$ cat src/rtl/serial_digit_adder.sv
// Digit-serial adder: DIGIT bits per cycle, LSB digit first, registered inter-digit carry.
// Optional subtract mode enabled by defining SERIAL_DIGIT_ADDER_SUB_EN (adds a `sub` port).
module serial_digit_adder #(
  parameter int WIDTH = 32,
  parameter int DIGIT = 4
) (
  input  logic             clk,
  input  logic             rst,
  input  logic             start,
  input  logic [WIDTH-1:0] a,
  input  logic [WIDTH-1:0] b,
  input  logic             cin,
`ifdef SERIAL_DIGIT_ADDER_SUB_EN
  input  logic             sub,
`endif
  output logic             busy,
  output logic             done,
  output logic [WIDTH-1:0] sum,
  output logic             cout,
  output logic             overflow
);

  localparam int N  = WIDTH / DIGIT;
  localparam int IW = (N > 1) ? $clog2(N) : 1;
  localparam logic [IW-1:0] LAST = IW'(N - 1);

  typedef enum logic [1:0] {IDLE, RUN, DONE} state_t;

  state_t           state;
  logic [WIDTH-1:0] a_sr;
  logic [WIDTH-1:0] b_sr;
  logic             carry;
  logic [IW-1:0]    idx;

  logic [DIGIT:0]   c;
  logic [DIGIT-1:0] dsum;
  logic [WIDTH-1:0] sum_sh;
  logic [WIDTH-1:0] a_sh;
  logic [WIDTH-1:0] b_sh;
  logic [WIDTH-1:0] b_in;
  logic             c_in;

  // Operand conditioning at capture: subtract folds into a + ~b + 1.
  always_comb begin
`ifdef SERIAL_DIGIT_ADDER_SUB_EN
    b_in = sub ? ~b : b;
    c_in = sub ? 1'b1 : cin;
`else
    b_in = b;
    c_in = cin;
`endif
  end

  always_comb begin
    c    = '0;
    dsum = '0;
    c[0] = carry;
    for (int unsigned i = 0; i < DIGIT; i++) begin
      dsum[i]  = a_sr[i] ^ b_sr[i] ^ c[i];
      c[i+1]   = (a_sr[i] & b_sr[i]) | (c[i] & (a_sr[i] ^ b_sr[i]));
    end
  end

  // Result digits enter at the MSB end so after N shifts digit 0 sits at the LSB.
  always_comb begin
    sum_sh = sum >> DIGIT;
    sum_sh[WIDTH-1 -: DIGIT] = dsum;
    a_sh = a_sr >> DIGIT;
    b_sh = b_sr >> DIGIT;
  end

  always_ff @(posedge clk) begin
    if (rst) begin
      state    <= IDLE;
      busy     <= 1'b0;
      done     <= 1'b0;
      sum      <= '0;
      cout     <= 1'b0;
      overflow <= 1'b0;
      idx      <= '0;
      carry    <= 1'b0;
      a_sr     <= '0;
      b_sr     <= '0;
    end else begin
      case (state)
        IDLE, DONE: begin
          done <= 1'b0;
          if (start) begin
            a_sr  <= a;
            b_sr  <= b_in;
            carry <= c_in;
            idx   <= '0;
            busy  <= 1'b1;
            state <= RUN;
          end else begin
            state <= IDLE;
          end
        end
        RUN: begin
          sum   <= sum_sh;
          a_sr  <= a_sh;
          b_sr  <= b_sh;
          carry <= c[DIGIT];
          idx   <= idx + IW'(1);
          if (idx == LAST) begin
            cout     <= c[DIGIT];
            overflow <= c[DIGIT] ^ c[DIGIT-1];
            busy     <= 1'b0;
            done     <= 1'b1;
            idx      <= '0;
            state    <= DONE;
          end
        end
        default: state <= IDLE;
      endcase
    end
  end

endmodule

$ cat config.mk
export PLATFORM = sky130hd
export DESIGN_NAME = serial_digit_adder
export DESIGN_NICKNAME = d
export VERILOG_FILES = /design/src/rtl/serial_digit_adder.sv
export SDC_FILE = /design/constraint.sdc
export NUM_CORES = 1
export LEC_CHECK = 0
export ABC_AREA = 1
export CAP_MARGIN = 10
export CORE_UTILIZATION = 32
export DETAILED_ROUTE_END_ITERATION = 7
export GPL_ROUTABILITY_DRIVEN = 0
export PLACE_DENSITY = 0.67
export SKIP_CTS_REPAIR_TIMING = 1
export SLEW_MARGIN = 10
export SYNTH_ARGS = -nofsm -noshare
export SYNTH_HDL_FRONTEND = slang
export SYNTH_SLANG_ARGS = --single-unit
export TNS_END_PERCENT = 1
$ cat constraint.sdc
create_clock -name clk -period 2 [get_ports clk]
set_input_delay 0.4 -clock clk [delete_from_list [all_inputs] [get_ports clk]]
set_output_delay 0.4 -clock clk [all_outputs]
set_load 0.05 [all_outputs]
==> summary.txt <==
Outcome
  – Status: finished with violations
  – Violated checks: negative setup slack

Global routing
  – Remaining Overflow, GRT: 0
  – Largest net degree at the start of global routing: ~80
  – Vias in the first global route: roughly 4000
  – Global Route Usage Sum: between 10% and 20%
  – First-pass GRT wire length: between 15000 and 20000 µm
  – Initial antenna violation count: 0

Floorplanning
  – Die height: between 100 and 150 µm
  – CORE AREA: 14000 µm²
  – Die X: 123 µm
  – Starting Density: roughly 33%
  – Ports: roughly 100
  – # rows: 43
  – Total die area: 15100 µm²

Synthesis
  – Commonest cells in the synthesized netlist: nand3_1 (126), nor2_1 (122), dfxtp_1 (106), nand2_1 (76), inv_1 (73)
  – Async SR Flop Fraction: 0%
  – Count leader, synth: nand3_1
  – Synth top area share: a little under half
  – Post-Synthesis Cells: between 600 and 700
  – Synth area leader: dfxtp_1
  – Synth Cell Area: roughly 4700 µm²
  – Seq/Total Area, Yosys: between 40% and 50%
  – Avg Inst Size Synth: 6.97 µm²
  – Synth cell types: 19
  – Number of flops mapped to enable cells by yosys: 0
  – Dominant synthesized flop cell: dfxtp_1
  – Yosys warnings: 0
  – Synthesized flop and latch total: around 110
  – Synth top area cells: dfxtp_1 (45%), nand3_1 (13%), nor2_1 (9.8%)
  – Post-Syn Nets: 745

Critical path
  – Slowest CP cell: fa_2
  – Worst-path cell chain: fa_2, inv_2, fa_2, inv_2, fa_2, inv_2, fa_2, inv_2, buf_4, nand2_1, a21oi_2
  – Startpoint Class: register
  – Crit path to: cout$_SDFFE_PP0P_
  – CP max FO: 2
  – Worst setup path start: carry$_SDFFE_PP0P_
  – CP top delay family: adder cells
  – Crit. path cell count: 11
  – Reg2reg start: carry$_SDFFE_PP0P_
  – Largest stage delay, worst path: approximately 0.37 ns
  – R2R cell count: 11
  – Critical path class: register to register
  – Worst setup EP type: register
  – Flop-to-flop setup slack: -0.05 ns
  – Worst Path Arrival: approximately 2.3 ns
  – Terminus of the critical flop-to-flop path: cout$_SDFFE_PP0P_
  – WP data required: ~2.3 ns
  – Worst Path Buf+Inv: 5

Layout
  – ANT cells: 0
  – Register Area: around 2100 µm²
  – Fill cell count: about 1400
  – Multi-input gate area: 2080 µm²
  – Nets: around 830
  – Share of cells above drive strength 1: roughly 7%
  – Layout area overhead: 33.9%

Power
  – Sw power: around 0.0016 W
  – Maximum vdd drop: about 520 µV
  – Logic pwr share: between 20% and 30%
  – Pwr Density: ~870 nW/µm²
  – Lkg Pwr: 2.62 nW
  – Reg power frac: approximately 44%
  – Int Power: between 0.003 and 0.004 W
  – Switching Share: 29.6%
  – Pwr Total: 0.00543 W
  – Clock power share: 33.0%

Clocking
  – Sink Count: ~110
  – Clock latency at the later pin of the worst-skew pair: ~0.35 ns
  – Clock transition at path regs: roughly 0.070 ns
  – Clock Path Buffers: 2
  – Total CTS buffers: 9
  – H-tree depth: 3
  – Root Buffer: clkbuf_16
  – CTS tree: done

Placed design
  – DP HPWL: roughly 7400 µm
  – Pre-CTS WS: -0.0608 ns
  – I/O Buffers: 103

Job
  – Max_cap viols: 0

Route
  – DR pass1 iterations: 5
  – Uppermost layer routed: met4
  – Routed wl met3: between 600 and 700 µm
  – DR vias: between 4000 and 5000
  – Via-per-instance ratio: 4.60
  – Wl on met1: approximately 5300 µm
  – Met2 WL post-DR: roughly 5400 µm
  – Routed wire length: 11500 µm
  – Final ANT Viol Nets: 0
  – Initial drt markers: about 280
  – DRC Markers: 0
  – Routed WL per cell: about 12 µm

Timing
  – Worst-Margin Slew: around 0.53 ns
  – Final Max Tran Viols: 0
  – Setup TNS: -0.112 ns
  – Minimum clock period: slightly above 2 ns
  – Rel. slew slack: 64.9%
  – Clock skew: 0.00691 ns
  – Max frequency: approximately 490 MHz
  – RSZ-0062 raised after global routing: yes
  – Period utilization: 103%
  – Final Hold Viols: 0
  – Setup ws final: -0.0505 ns
  – Setup Viol. Count Final: 3

Worst hold path
  – Hold Path Class: register to register
cells in the final DEF, fill, tap and decap left out:
| cell type | netlist | final |
|---|---|---|
| inv_2 | 3 | 7 |
| dfxtp_1 | 106 | 103 |
| a21oi_1 | 17 | 15 |
| clkbuf_8 | 0 | 5 |
| ha_1 | 2 | 2 |
| buf_4 | 5 | 9 |
| nor2_1 | 122 | 122 |
| clkbuf_16 | 0 | 9 |
| fa_2 | 0 | 4 |
| nor2_4 | 1 | 1 |
| dlymetal6s2s_1 | 0 | 2 |
| buf_12 | 0 | 8 |
| nand2_4 | 0 | 2 |
| clkbuf_1 | 20 | 1 |
| o21a_1 | 1 | 1 |
| dfxtp_2 | 0 | 3 |
| nor3_1 | 56 | 56 |
| clkinv_2 | 0 | 1 |
| inv_1 | 73 | 69 |
| nand3_1 | 126 | 125 |
| o21ai_0 | 32 | 32 |
| nand3_2 | 0 | 1 |
| a21oi_2 | 0 | 2 |
| clkdlybuf4s50_1 | 0 | 99 |
| xor2_1 | 1 | 1 |
| nand2_1 | 76 | 76 |
worst min-delay path: cells and delay by family (launching register included):
family	cells	cell delay [ns]
buffers and inverters	1	0.05
AO/OA/AOI/OAI	1	0.05
flip-flops	1	0.31
per-layer routing:
layer,global-route usage [%],vias up
met3,5.44,10
li1,-,2300
met4,4.27,0
met5,0,-
met2,25.8,91
met1,20.6,1902
worst min path at each step:
stage / startpoint / cells past startpoint / slack (ns) / to
2_1_floorplan: a_sr[29]$_SDFFE_PP0P_ / 2 / 0.45 / a_sr[29]$_SDFFE_PP0P_
3_3_place_gp: done$_SDFFE_PP0P_ / 2 / 0.44 / done$_SDFFE_PP0P_
3_5_place_dp: done$_SDFFE_PP0P_ / 2 / 0.44 / done$_SDFFE_PP0P_
4_1_cts: done$_SDFFE_PP0P_ / 2 / 0.45 / done$_SDFFE_PP0P_
5_1_grt: done$_SDFFE_PP0P_ / 2 / 0.48 / done$_SDFFE_PP0P_
6_report: done$_SDFFE_PP0P_ / 2 / 0.45 / done$_SDFFE_PP0P_
power by group through the flow:
| stage | clock [W] | sequential, W | combinational, W |
|---|---|---|---|
| 6_report | 0.00179 | 0.00240 | 0.00124 |
| 5_1_grt | 0.00193 | 0.00242 | 0.00139 |
| 4_1_cts | 0.00185 | 0.00240 | 0.00124 |
| 3_5_place_dp | 0 | 0.00245 | 0.00124 |
| 3_3_place_gp | 0 | 0.00244 | 0.00123 |
| 2_1_floorplan | 0 | 0.00263 | 0.000622 |
final cells by class:
type / count / share of cell area (%)
repair buffers: 118 / 19.9
multi-input cells: 440 / 33.2
flip-flops and latches: 106 / 34.0
clock inverters: 1 / 0.0800
well taps: 180 / 3.60
clock buffers: 15 / 4.76
inverters: 76 / 4.56
kinds of logic after synthesis:
logic type | synth area share (%)
AND/OR/NAND/NOR | 35.9
buffers and inverters | 10.9
flip-flops | 45.4
AO/OA/AOI/OAI | 5.41
adder cells (fa/ha/maj) | 2.25
XOR/XNOR | 0.187
stage by stage:
step | hold slack [ns] | instances | util [%] | area (µm²)
global route | 0.478 | 936 | 44.6 | 6260
finish | 0.454 | 936 | 44.6 | 6260
floorplan | 0.451 | 671 | - | 4680
global placement | 0.442 | 918 | 42.1 | 5920
detailed placement | 0.440 | 918 | 42.1 | 5920
CTS | 0.452 | 934 | 44.3 | 6220
sequential cells by signal (all words and copies together) (netlist names):
name and count:
a_sr 32, b_sr 32, sum 32, idx 3, state 2, busy 1, carry 1, cout 1
done 1, overflow 1
No activity file was read; power rests on OpenSTA's default activity.
